<file path="config.mk">
export PLATFORM = sky130hd
export DESIGN_NAME = ctrl_edicion_campos_flat
export DESIGN_NICKNAME = d
export VERILOG_FILES = /design/src/rtl/ctrl_edicion_campos_pkg.sv /design/src/rtl/ctrl_edicion_campos_if.sv /design/src/rtl/ctrl_edicion_campos_banco_campos.sv /design/src/rtl/ctrl_edicion_campos.sv /design/src/flat_wrapper.sv
export SDC_FILE = /design/constraint.sdc
export NUM_CORES = 1
export LEC_CHECK = 0
export ABC_CLOCK_PERIOD_IN_PS = 8400
export BUFFER_PORTS_ARGS = -buffer_cell sky130_fd_sc_hd__buf_2
export CORE_MARGIN = 5
export CORE_UTILIZATION = 66
export CTS_BUF_LIST = sky130_fd_sc_hd__clkbuf_16
export CTS_CLUSTER_SIZE = 12
export DETAILED_ROUTE_END_ITERATION = 6
export GPL_TIMING_DRIVEN = 0
export HOLD_SLACK_MARGIN = 0.12
export PLACE_DENSITY = 0.86
export REMOVE_ABC_BUFFERS = 1
export SLEW_MARGIN = 20
export SYNTH_ARGS = -nofsm -noshare
export SYNTH_HDL_FRONTEND = slang
export SYNTH_SLANG_ARGS = --single-unit
</file>
<file path="constraint.sdc">
create_clock -name clk -period 8.4 [get_ports clk]
set_clock_uncertainty 0.05 [all_clocks]
set_input_delay 0 -clock clk [delete_from_list [all_inputs] [get_ports clk]]
set_output_delay 0 -clock clk [all_outputs]
set_load 0.03 [all_outputs]
</file>
<file path="src/rtl/ctrl_edicion_campos_pkg.sv">
`default_nettype none
// ============================================================================
//  Module      : ctrl_edicion_campos_pkg
//  Description : Shared types, sizes and field-edit helpers for the RTC
//                field-edit controller.
//  Revision    : 1.0 - initial release
// ============================================================================
package ctrl_edicion_campos_pkg;

    localparam int NUM_CAMPOS = 9;
    localparam int IDX_W      = 4;
    localparam int DATO_W     = 7;

    // Highest legal field index, in index width.
    localparam logic [IDX_W-1:0] IDX_MAX = IDX_W'(NUM_CAMPOS - 1);

    typedef enum logic [1:0] {
        ST_IDLE   = 2'd0,
        ST_EDIT   = 2'd1,
        ST_COMMIT = 2'd2
    } estado_t;

    // Increment with wrap to 0 once the limit is reached (or exceeded).
    function automatic logic [DATO_W-1:0] f_inc(input logic [DATO_W-1:0] v,
                                                input logic [DATO_W-1:0] lim);
        return (v >= lim) ? '0 : v + DATO_W'(1);
    endfunction

    // Decrement with wrap to the limit; an out-of-range value snaps to the limit.
    function automatic logic [DATO_W-1:0] f_dec(input logic [DATO_W-1:0] v,
                                                input logic [DATO_W-1:0] lim);
        return ((v == '0) || (v > lim)) ? lim : v - DATO_W'(1);
    endfunction

    // Field index advance with wrap from the last field back to 0.
    function automatic logic [IDX_W-1:0] f_next_idx(input logic [IDX_W-1:0] i);
        return (i == IDX_MAX) ? '0 : i + IDX_W'(1);
    endfunction

endpackage
`default_nettype wire

</file>
<file path="src/rtl/ctrl_edicion_campos_if.sv">
`default_nettype none
// ============================================================================
//  Module      : ctrl_edicion_campos_if
//  Description : User-button, preload, limit-decoder and RTC write-path bus
//                of the field-edit controller.
//  Revision    : 1.0 - initial release
// ============================================================================
interface ctrl_edicion_campos_if;
    import ctrl_edicion_campos_pkg::*;

    // User side
    logic              edit_req;
    logic              btn_sig;
    logic              btn_inc;
    logic              btn_dec;
    // Limit decoder
    logic [DATO_W-1:0] limite;
    logic [IDX_W-1:0]  campo_sel;
    logic              deco_en;
    // RTC read path preload
    logic              load_valid;
    logic [IDX_W-1:0]  load_idx;
    logic [DATO_W-1:0] load_data;
    // RTC write path
    logic              wr_req;
    logic [IDX_W-1:0]  wr_addr;
    logic [DATO_W-1:0] wr_data;
    logic              wr_ack;
    // Status
    logic [DATO_W-1:0] dato_actual;
    logic              edit_activo;
    logic              commit_done;

    // Controller view
    modport slave (
        input  edit_req, btn_sig, btn_inc, btn_dec, limite,
               load_valid, load_idx, load_data, wr_ack,
        output campo_sel, deco_en, wr_req, wr_addr, wr_data,
               dato_actual, edit_activo, commit_done
    );

    // Environment view
    modport master (
        output edit_req, btn_sig, btn_inc, btn_dec, limite,
               load_valid, load_idx, load_data, wr_ack,
        input  campo_sel, deco_en, wr_req, wr_addr, wr_data,
               dato_actual, edit_activo, commit_done
    );

endinterface
`default_nettype wire

</file>
<file path="src/rtl/ctrl_edicion_campos_banco_campos.sv">
`default_nettype none
// ============================================================================
//  Module      : banco_campos
//  Description : 9 x 7-bit field register bank, one synchronous write port
//                and two combinational read ports. Out-of-range addresses
//                read 0 and are never written.
//  Revision    : 1.0 - initial release
// ============================================================================
module banco_campos
    import ctrl_edicion_campos_pkg::*;
(
    input  wire logic              clk,
    input  wire logic              reset,
    input  wire logic              we_i,
    input  wire logic [IDX_W-1:0]  waddr_i,
    input  wire logic [DATO_W-1:0] wdata_i,
    input  wire logic [IDX_W-1:0]  raddr_a_i,
    output logic      [DATO_W-1:0] rdata_a_o,
    input  wire logic [IDX_W-1:0]  raddr_b_i,
    output logic      [DATO_W-1:0] rdata_b_o
);

    logic [DATO_W-1:0] campos_q [NUM_CAMPOS];

    // Field storage: cleared on reset, single write port.
    always_ff @(posedge clk) begin
        if (reset) begin
            for (int i = 0; i < NUM_CAMPOS; i++) begin
                campos_q[i] <= '0;
            end
        end else if (we_i && (waddr_i <= IDX_MAX)) begin
            campos_q[waddr_i] <= wdata_i;
        end
    end

    // Two independent combinational read ports.
    always_comb begin
        rdata_a_o = (raddr_a_i <= IDX_MAX) ? campos_q[raddr_a_i] : '0;
        rdata_b_o = (raddr_b_i <= IDX_MAX) ? campos_q[raddr_b_i] : '0;
    end

endmodule
`default_nettype wire

</file>
<file path="src/rtl/ctrl_edicion_campos.sv">
`default_nettype none
// ============================================================================
//  Module      : ctrl_edicion_campos
//  Description : RTC field-edit controller. Preloads fields in IDLE, edits
//                them with next/inc/dec buttons against an external limit
//                decoder in EDIT, then writes all nine fields back through a
//                req/ack write path in COMMIT.
//  Revision    : 1.0 - initial release
// ============================================================================
module ctrl_edicion_campos
    import ctrl_edicion_campos_pkg::*;
(
    input  wire logic              clk,
    input  wire logic              reset,
    ctrl_edicion_campos_if.slave   bus
);

    estado_t           estado_q, estado_d;
    logic [IDX_W-1:0]  sel_q, sel_d;
    logic [IDX_W-1:0]  widx_q, widx_d;
    logic              commit_done_q, commit_done_d;

    logic              w_we;
    logic [IDX_W-1:0]  w_waddr;
    logic [DATO_W-1:0] w_wdata;
    logic [DATO_W-1:0] w_campo_sel;
    logic [DATO_W-1:0] w_campo_wr;
    logic              w_ultimo_ack;

    // Last acknowledged write of the commit sweep.
    assign w_ultimo_ack = (estado_q == ST_COMMIT) && bus.wr_ack && (widx_q == IDX_MAX);

    banco_campos u_banco (
        .clk       (clk),
        .reset     (reset),
        .we_i      (w_we),
        .waddr_i   (w_waddr),
        .wdata_i   (w_wdata),
        .raddr_a_i (sel_q),
        .rdata_a_o (w_campo_sel),
        .raddr_b_i (widx_q),
        .rdata_b_o (w_campo_wr)
    );

    // State register.
    always_ff @(posedge clk) begin
        if (reset) begin
            estado_q <= ST_IDLE;
        end else begin
            estado_q <= estado_d;
        end
    end

    // Next-state: edit_req is only looked at in IDLE and EDIT, so a request
    // raised during COMMIT waits until the sweep has finished.
    always_comb begin
        estado_d = estado_q;
        case (estado_q)
            ST_IDLE:   if (bus.edit_req)  estado_d = ST_EDIT;
            ST_EDIT:   if (!bus.edit_req) estado_d = ST_COMMIT;
            ST_COMMIT: if (w_ultimo_ack)  estado_d = ST_IDLE;
            default:   estado_d = ST_IDLE;
        endcase
    end

    // State-decoded outputs; write bus is held at 0 outside COMMIT.
    always_comb begin
        bus.edit_activo = 1'b0;
        bus.deco_en     = 1'b0;
        bus.wr_req      = 1'b0;
        bus.wr_addr     = '0;
        bus.wr_data     = '0;
        case (estado_q)
            ST_EDIT: begin
                bus.edit_activo = 1'b1;
                bus.deco_en     = 1'b1;
            end
            ST_COMMIT: begin
                bus.wr_req  = 1'b1;
                bus.wr_addr = widx_q;
                bus.wr_data = w_campo_wr;
            end
            default: ;
        endcase
    end

    // Field write port: preload in IDLE, inc/dec edit in EDIT. Both buttons
    // together cancel out, so no write happens then.
    always_comb begin
        w_we    = 1'b0;
        w_waddr = '0;
        w_wdata = '0;
        case (estado_q)
            ST_IDLE: begin
                w_we    = bus.load_valid && (bus.load_idx <= IDX_MAX);
                w_waddr = bus.load_idx;
                w_wdata = bus.load_data;
            end
            ST_EDIT: begin
                w_we    = bus.btn_inc ^ bus.btn_dec;
                w_waddr = sel_q;
                w_wdata = bus.btn_inc ? f_inc(w_campo_sel, bus.limite)
                                      : f_dec(w_campo_sel, bus.limite);
            end
            default: ;
        endcase
    end

    // Index next-state: selected field moves only in EDIT, write index only
    // in COMMIT; both sit at 0 everywhere else so every entry starts at 0.
    always_comb begin
        sel_d         = '0;
        widx_d        = '0;
        commit_done_d = w_ultimo_ack;
        if (estado_q == ST_EDIT && bus.edit_req) begin
            sel_d = bus.btn_sig ? f_next_idx(sel_q) : sel_q;
        end
        if (estado_q == ST_COMMIT) begin
            widx_d = bus.wr_ack ? f_next_idx(widx_q) : widx_q;
        end
    end

    // Index and status registers.
    always_ff @(posedge clk) begin
        if (reset) begin
            sel_q         <= '0;
            widx_q        <= '0;
            commit_done_q <= 1'b0;
        end else begin
            sel_q         <= sel_d;
            widx_q        <= widx_d;
            commit_done_q <= commit_done_d;
        end
    end

    assign bus.campo_sel   = sel_q;
    assign bus.dato_actual = w_campo_sel;
    assign bus.commit_done = commit_done_q;

endmodule
`default_nettype wire

</file>
<file path="src/flat_wrapper.sv">
// flat-port wrapper written by rule: the top's interface ports become plain ports
module ctrl_edicion_campos_flat import ctrl_edicion_campos_pkg::*;
  (clk, reset, bus_edit_req, bus_btn_sig, bus_btn_inc, bus_btn_dec, bus_limite, bus_load_valid, bus_load_idx, bus_load_data, bus_wr_ack, bus_campo_sel, bus_deco_en, bus_wr_req, bus_wr_addr, bus_wr_data, bus_dato_actual, bus_edit_activo, bus_commit_done);
  ctrl_edicion_campos_if bus_i ();
  input  wire logic clk;
  input  wire logic reset;
  input wire logic [$bits(bus_i.edit_req)-1:0] bus_edit_req;
  input wire logic [$bits(bus_i.btn_sig)-1:0] bus_btn_sig;
  input wire logic [$bits(bus_i.btn_inc)-1:0] bus_btn_inc;
  input wire logic [$bits(bus_i.btn_dec)-1:0] bus_btn_dec;
  input wire logic [$bits(bus_i.limite)-1:0] bus_limite;
  input wire logic [$bits(bus_i.load_valid)-1:0] bus_load_valid;
  input wire logic [$bits(bus_i.load_idx)-1:0] bus_load_idx;
  input wire logic [$bits(bus_i.load_data)-1:0] bus_load_data;
  input wire logic [$bits(bus_i.wr_ack)-1:0] bus_wr_ack;
  output wire logic [$bits(bus_i.campo_sel)-1:0] bus_campo_sel;
  output wire logic [$bits(bus_i.deco_en)-1:0] bus_deco_en;
  output wire logic [$bits(bus_i.wr_req)-1:0] bus_wr_req;
  output wire logic [$bits(bus_i.wr_addr)-1:0] bus_wr_addr;
  output wire logic [$bits(bus_i.wr_data)-1:0] bus_wr_data;
  output wire logic [$bits(bus_i.dato_actual)-1:0] bus_dato_actual;
  output wire logic [$bits(bus_i.edit_activo)-1:0] bus_edit_activo;
  output wire logic [$bits(bus_i.commit_done)-1:0] bus_commit_done;
  assign bus_i.edit_req = bus_edit_req;
  assign bus_i.btn_sig = bus_btn_sig;
  assign bus_i.btn_inc = bus_btn_inc;
  assign bus_i.btn_dec = bus_btn_dec;
  assign bus_i.limite = bus_limite;
  assign bus_i.load_valid = bus_load_valid;
  assign bus_i.load_idx = bus_load_idx;
  assign bus_i.load_data = bus_load_data;
  assign bus_i.wr_ack = bus_wr_ack;
  assign bus_campo_sel = bus_i.campo_sel;
  assign bus_deco_en = bus_i.deco_en;
  assign bus_wr_req = bus_i.wr_req;
  assign bus_wr_addr = bus_i.wr_addr;
  assign bus_wr_data = bus_i.wr_data;
  assign bus_dato_actual = bus_i.dato_actual;
  assign bus_edit_activo = bus_i.edit_activo;
  assign bus_commit_done = bus_i.commit_done;
  ctrl_edicion_campos u_core (.clk(clk), .reset(reset), .bus(bus_i));
endmodule
</file>
==> results.md, run 1 <==
- Core Region: 10900 sq um
- Die X: about 120 um
- Tmin final: 5.70 ns
- GRT Total Usage: 0.314
- Finish-stage setup viols: 0
- Final RePlAce weighted congestion: 0.947
- Period Utilization, post-route: 0.678
- Synth area leader: edfxtp_1
- Main synth FF type: edfxtp_1
- Worst-path maximum fanout: 20
- Diodes inserted: 0
- Final Hold Viols: 0
- Status: complete, no violations
- Yosys reg bits: roughly 130
- Leak pwr: around 0.0033 uW
- Vias: 5536
- Startpoint Class: flop
- Synth top area share: 0.456
- Global-route wire length before repair: 30.7 mm
- Synth Cell Area: 7370 sq um
- Max frequency: 0.175 GHz
- Routed Wire Length: 19.7 mm
- Row count: 38
- RSZ-0062 raised after global routing: false
- Number of port buffers: roughly 50
- Detailed Place HPWL: 12.8 mm
- Cell Pwr Density: 194 nW/um^2
- Mapped Avg Cell Area: 13.1 sq um
- Fin. max-slew vios: 0
- Clk Latency, worst-skew pair: roughly 0.42 ns
- Crit path DAT: 5.81 ns
- Starting DRT DRC Count: about 770
- Max-cap violations: 0
- Quantity of gates resized following cts: 0
- Setup crit end kind: flop
- Count leader, synth: edfxtp_1
- GRT overflow: 0
- Layout area overhead: 16.0%
- Cells after Synth: 562
- HP Class: in -> reg
- Clk slew on worst S/H paths: 0.06 ns
- Number of top-level pins: 52
- Number of synthesized flops with an enable pin: roughly 110
- Netlist cell types: 69
- Initial core utilization: 0.677
- Fin Hold WS: 0.167 ns
- Sequential area share after synthesis: 0.508
- Clk buf depth: 2
- Post-route setup TNS: 0 ns
- Initial antenna violation count: 0
- Commonest cells in the netlist: edfxtp_1, nor2_1, mux4_2, nand2_1
- Number of global-route vias before repair: 5508
- CTS tree: built
- Total Nets Final: 707
- Hold buffer count at CTS: 9
- CP required: 8.52 ns
- Post-CTS Setup Bufs: 0
- Final antenna-violating net count: 0
- Peak VDD IR: 0.186 mV
- Residual DRC: 0
- Relative slew margins: 0.270
- Root buffer cell: clkbuf_16
- Die H: 116 um
- Drt wl/cell: 24.0 um
- Asr flop ratio synth: 0
- Drt pass-1 iters: 5
- CTS HTree Levels: 4
- Slew @ Worst Pin: between 1 and 1.5 ns
- Largest net degree at the start of global routing: 29
- Fill count: 615
- Synth warn: 0
- Top cells by area, synth: edfxtp_1, mux4_2, dfxtp_1, mux2i_1, nor2_1
- Die area: about 13000 sq um
- Via density: 6.75
- TritonCTS Buffers: 17
- CP Class: reg -> reg
- Share of layout cells above drive strength 1: 0.234
- Core Util, Final: 0.786
- Sink Count: about 130
==> placed cells by master (no fill, tap or decap), types with 4 or more instances in the layout <==
cell / netlist / final
o21ai_0: 6 / 5
buf_2: 4 / 51
xnor2_1: 6 / 6
and3_1: 11 / 11
a21oi_1: 9 / 9
and2_1: 9 / 9
dlygate4sd3_1: 0 / 9
o211ai_1: 7 / 7
a21o_1: 5 / 5
mux2i_1: 31 / 31
clkinv_2: 0 / 4
xor2_1: 5 / 5
dfxtp_1: 19 / 16
inv_1: 31 / 31
a22oi_1: 7 / 7
conb_1: 1 / 49
mux4_2: 44 / 44
edfxtp_1: 112 / 112
ha_1: 14 / 14
mux2_2: 6 / 6
nand2_1: 37 / 37
clkbuf_16: 0 / 19
nor3_1: 24 / 24
clkinv_4: 0 / 4
mux4_1: 7 / 7
nand2b_1: 12 / 12
nor2_1: 73 / 73
==> final timing paths <==
kind	from	to	slack, ns	cells after the start
hold reg to reg	u_core.widx_q[0]	flop	0.52	2
hold / removal	bus_load_data[2]	u_core.u_banco.campos_q[5][2]	0.17	4
setup / recovery	flop	u_core.u_banco.campos_q[5][3]	2.70	14
setup reg to reg	flop	u_core.u_banco.campos_q[5][3]	2.70	14
==> critical path, stage by stage (launching register included) <==
cell and delay (ns):
dfxtp_1 1.04, nor2_1 0.44, a22oi_1 0.27, o211ai_1 0.19, o22a_2 0.31, inv_1 0.17, ha_1 0.27, a21oi_1 0.18
nor2_1 0.07, a211oi_1 0.34, a21o_1 0.31, o21ai_4 0.16, a311oi_2 0.85, dlygate4sd3_1 0.71, nor2_1 0.06
==> cell type report <==
type | count | area, sq um | area share
Clock buffer | 19 | 475 | 0.0556
Clock inverter | 13 | 96.3 | 0.0113
Timing Repair Buffer | 62 | 385 | 0.0450
Multi-Input combinational cell | 424 | 3560 | 0.416
Sequential cell | 131 | 3750 | 0.438
Tap cell | 140 | 175 | 0.0205
Inverter | 31 | 116 | 0.0136
==> per-stage QoR <==
stage          std cells  cell area, sq um  setup WS (ns)  power [uW]
4_1_cts              820              8550           2.83        1650
6_report             820              8550           2.70        1660
3_5_place_dp         779              7890           3.26         955
2_1_floorplan        586              7420           3.53         898
3_3_place_gp         777              7850           2.72         946
5_1_grt              820              8550           2.45        1700
==> power breakdown <==
| part | switching [uW] | total (uW) | leakage, uW | internal [uW] |
|---|---|---|---|---|
| Sequential | 24.1 | 775 | 0.00129 | 751 |
| Combinational | 112 | 181 | 0.00172 | 68.5 |
| Clock | 287 | 701 | 0.000280 | 414 |
| Total | 424 | 1660 | 0.00329 | 1230 |
==> sequential cells by signal, summed over array words and instances, names as in the netlist, named ones only <==
register	cells
u_core.bus.campo_sel	4
u_core.bus.commit_done	1
u_core.estado_q	2
u_core.u_banco.campos_q	112
u_core.widx_q	4
==> cells by family after synthesis <==
group                    count (synthesis)  synth area share
flip-flops                             131             0.508
multiplexers                            88             0.211
XOR/XNOR                                11            0.0131
adder cells (fa/ha/maj)                 14            0.0238
other                                    1          0.000509
buffers and inverters                   55            0.0343
AND/OR/NAND/NOR                        186             0.121
AO/OA/AOI/OAI                           76            0.0889
==> per-layer routing <==
layer,up-vias,part of all wire,GRT usage
li1,2339,-,-
met2,457,0.49,0.522
met5,-,0,0
met1,2678,0.35,0.399
met4,0,0.030,0.120
met3,62,0.13,0.0830
Note: power is estimated with default switching activity, not from simulation.
==> run 2, diff against run 1 <==
--- a/config.mk
+++ b/config.mk
@@ -5,16 +5,17 @@
 export SDC_FILE = /design/constraint.sdc
 export NUM_CORES = 1
 export LEC_CHECK = 0
-export ABC_CLOCK_PERIOD_IN_PS = 8400
+export ABC_AREA = 1
+export ABC_CLOCK_PERIOD_IN_PS = 5650
 export BUFFER_PORTS_ARGS = -buffer_cell sky130_fd_sc_hd__buf_2
 export CORE_MARGIN = 5
-export CORE_UTILIZATION = 66
+export CORE_UTILIZATION = 61
 export CTS_BUF_LIST = sky130_fd_sc_hd__clkbuf_16
 export CTS_CLUSTER_SIZE = 12
 export DETAILED_ROUTE_END_ITERATION = 6
 export GPL_TIMING_DRIVEN = 0
 export HOLD_SLACK_MARGIN = 0.12
-export PLACE_DENSITY = 0.86
+export PLACE_DENSITY = 0.8
 export REMOVE_ABC_BUFFERS = 1
 export SLEW_MARGIN = 20
 export SYNTH_ARGS = -nofsm -noshare
==> constraint.sdc (replaced) <==
create_clock -name clk -period 5.65 [get_ports clk]
set_clock_uncertainty 0.05 [all_clocks]
set_input_delay 0 -clock clk [delete_from_list [all_inputs] [get_ports clk]]
set_output_delay 0 -clock clk [all_outputs]
set_load 0.03 [all_outputs]
==> run 2 against run 1 <==
Effect of this change: combinational power rose by 42%; cell count increased by 51%; sequential power grew 46%; fmax up 12%; highest routed layer unchanged.
==> results.md, run 2 <==
- Core Region: 12600 sq um (was 10900 sq um)
- Top cells by area, synth: edfxtp_1, nand2_1, a21oi_1, inv_1, nand3_1 (was edfxtp_1, mux4_2, dfxtp_1, mux2i_1, nor2_1)
- Placement Setup Slack: 0.973 ns (was 3.26 ns)
- Clk slew on worst S/H paths: 0.06 ns (about the same)
- Asr flop ratio synth: 0 (unchanged)
- Via density: 5.74 (was 6.75)
- CP Class: reg -> reg (unchanged)
- Status: complete, no violations (unchanged)
- Layout area overhead: 15.0% (was 16.0%)
- Setup crit end kind: flop (unchanged)
- Largest net degree at the start of global routing: 59 (was 29)
- Leak pwr: 0.00385 uW (was 0.00329 uW)
- Slew @ Worst Pin: 1.09 ns (about the same)
- Dpl cell area: 8280 sq um (was 7890 sq um)
- Quantity of gates resized following cts: 0 (unchanged)
- Max reg flops: 112 (unchanged)
- Relative slew margins: 0.265 (was 0.270)
- Synth top area share: 0.431 (was 0.456)
- Tmin final: 5.07 ns (was 5.70 ns)
- Fill count: 1008 (was 615)
- Crit path DAT: 5.31 ns (was 5.81 ns)
- Core Util, Final: 0.714 (was 0.786)
- Crit path largest cell delay: 0.99 ns (was 1.04 ns)
- Cell Pwr Density: 278 nW/um^2 (was 194 nW/um^2)
- Row count: 41 (was 38)
- Met2 Usage GRT: 0.458 (was 0.522)
- Commonest cells in the netlist: nand2_1, a21oi_1, inv_1, edfxtp_1, nand3_1 (was edfxtp_1, nor2_1, mux4_2, nand2_1)
- Clk Latency, worst-skew pair: 0.43 ns (was 0.42 ns)
- Global-route wire length before repair: 32.9 mm (was 30.7 mm)
- Final antenna-violating net count: 0 (unchanged)
- Final Hold Viols: 0 (unchanged)
- Drt wl/cell: 17.0 um (was 24.0 um)
- Drt pass-1 iters: 5 (unchanged)
- Worst-path maximum fanout: 39 (was 20)
- Finish-stage setup viols: 0 (unchanged)
- GRT Total Usage: 0.286 (was 0.314)
- Initial antenna violation count: 0 (unchanged)
- Clk buf depth: 2 (unchanged)
- Period Utilization, post-route: 0.897 (was 0.678)
- Max-cap violations: 0 (unchanged)
- Number of top-level pins: 52 (unchanged)
- CTS tree: built (unchanged)
- Die X: 123 um (was 116 um)
- Fin. max-slew vios: 0 (unchanged)
- RSZ-0062 raised after global routing: false (unchanged)
- Critical-path cell list: inv_2 -> o211ai_1 -> nand3_1 -> nand3_1 -> nand2_1 -> nand2_2 -> inv_1 -> ha_1 -> a21oi_1 -> o21ai_0 -> nand2_1 -> o211ai_1 -> nor2_1 -> nand2_1 -> a21oi_1 -> o21ai_4 -> a21oi_1 -> dlygate4sd3_1 (was nor2_1 -> a22oi_1 -> o211ai_1 -> o22a_2 -> inv_1 -> ha_1 -> a21oi_1 -> nor2_1 -> a211oi_1 -> a21o_1 -> o21ai_4 -> a311oi_2 -> dlygate4sd3_1 -> nor2_1)
- Synth warn: 0 (unchanged)
- Gr busiest metal: met2 (unchanged)
- Fin worst setup slack: 0.583 ns (was 2.70 ns)
- Post-CTS Setup Bufs: 0 (unchanged)
- Number of global-route vias before repair: 6651 (was 5508)
- Commonest non-fill, non-tap cells in the layout: nand2_1, a21oi_1, inv_1 (was edfxtp_1, nor2_1, buf_2)
- Count leader, synth: nand2_1 (was edfxtp_1)
- Synth Cell Area: 7810 sq um (was 7370 sq um)
- Die H: 123 um (was 116 um)
- Sequential area share after synthesis: 0.479 (was 0.508)
- Most common cell after layout, fill and taps aside: nand2_1 (was edfxtp_1)
- Number of synthesized flops with an enable pin: 112 (unchanged)
- Final RePlAce weighted congestion: 0.871 (was 0.947)
- Cells after Synth: 968 (was 562)
- Mapped Avg Cell Area: 8.07 sq um (was 13.1 sq um)
- Met1 usage: 0.362 (was 0.399)
- Synth area leader: edfxtp_1 (unchanged)
- Root buffer cell: clkbuf_16 (unchanged)
- Startpoint Class: flop (unchanged)
- Vias: 7121 (was 5536)
- Hold buffer count at CTS: 10 (was 9)
- HP Class: in -> reg (unchanged)
- Routed Wire Length: 21.1 mm (was 19.7 mm)
- CP max-delay cell: dfxtp_1 (unchanged)
- Sink Count: 131 (unchanged)
- TritonCTS Buffers: 17 (unchanged)
- Main synth FF type: edfxtp_1 (unchanged)
- GRT overflow: 0 (unchanged)
- Yosys reg bits: 131 (unchanged)
- Post-route setup TNS: 0 ns (unchanged)
- CTS HTree Levels: 4 (unchanged)
- Design area: 8980 sq um (was 8550 sq um)
- Residual DRC: 0 (unchanged)
- Starting DRT DRC Count: 1160 (was 773)
- Detailed Place HPWL: 13.1 mm (was 12.8 mm)
- Initial core utilization: 0.621 (was 0.677)
- Total Nets Final: 1096 (was 707)
- Die area: 15200 sq um (was 13400 sq um)
- Netlist cell types: 39 (was 69)
- Peak VDD IR: 0.181 mV (was 0.186 mV)
- Number of port buffers: 51 (unchanged)
- Met3 usage: 0.0746 (was 0.0830)
- Max frequency: 0.197 GHz (was 0.175 GHz)
- CP required: 5.89 ns (was 8.52 ns)
- Share of layout cells above drive strength 1: 0.115 (was 0.234)
- Most flops, register: u_core.u_banco.campos_q (unchanged)
- Diodes inserted: 0 (unchanged)
[run 2: changes by cell type after synthesis, sizes merged, moves of 13 or more]
cell   change
o21ai     +59
nand2    +183
nor3      -18
nor2      -13
mux2i     -31
inv      +101
mux4      -51
a21oi    +128
nand3     +91
[run 2: worst paths after layout]
path	start	end	slack [ns]	cells past startpoint
hold / removal	bus_limite[1]	u_core.u_banco.campos_q[3][1]	0.15	5
setup / recovery	flop	u_core.u_banco.campos_q[3][0]	0.58	18
setup reg to reg	flop	u_core.u_banco.campos_q[3][0]	0.58	18
hold reg to reg	u_core.estado_q[1]	u_core.estado_q[0]	0.41	1
[run 2: cells by family (layout without fill, tap and decap cells)]
logic type | count (synthesis) | count (layout) | synth area share
AOI/OAI and AO/OA | 251 | 251 | 0.175
xor gates and xnor gates | 4 | 4 | 0.00449
adders and majority gates | 14 | 14 | 0.0224
buffers and inverters | 177 | 230 | 0.0974
DFF | 131 | 131 | 0.479
other | 1 | 49 | 0.000480
and+or+nand+nor | 390 | 390 | 0.221
[run 2: stage by stage]
stage / instances / hold WS [ns] / power [uW]
after floorplan: 973 / 0.0372 / 1320
after global placement: 1196 / 0.153 / 1390
after detailed placement: 1199 / 0.161 / 1400
after CTS: 1241 / 0.121 / 2490
after global routing: 1241 / 0.169 / 2570
final: 1241 / 0.148 / 2500
[run 2: layout make-up]
class                      count  area, sq um  area share
timing repair buffer          64          423      0.0471
tap                          172          215      0.0240
multi-input combinational    708         3480       0.388
clock inverter                12          101      0.0113
clock buffer                  20          500      0.0557
inverter                     134          503      0.0560
sequential                   131         3750       0.418
[run 2: power by group]
part	internal (uW)	switching (uW)	leakage [uW]	total (uW)
Sequential	1110	21.6	0.00129	1130
Combinational	73.2	184	0.00226	257
Clock	654	456	0.000301	1110
Total	1840	662	0.00385	2500
[run 2: critical path: cells and delay by family, from the launching register on]
family,cells,cell delay (ns)
flip-flops,1,0.99
AO/OA/AOI/OAI,7,1.09
adder cells (fa/ha/maj),1,0.34
buffers and inverters,3,1.29
AND/OR/NAND/NOR,7,1.13
[run 2: routing by layer]
metal	wire length (um)	part of all wire
met5	0	0
met4	943	0.045
met3	2330	0.11
met1	8090	0.38
met2	9770	0.46
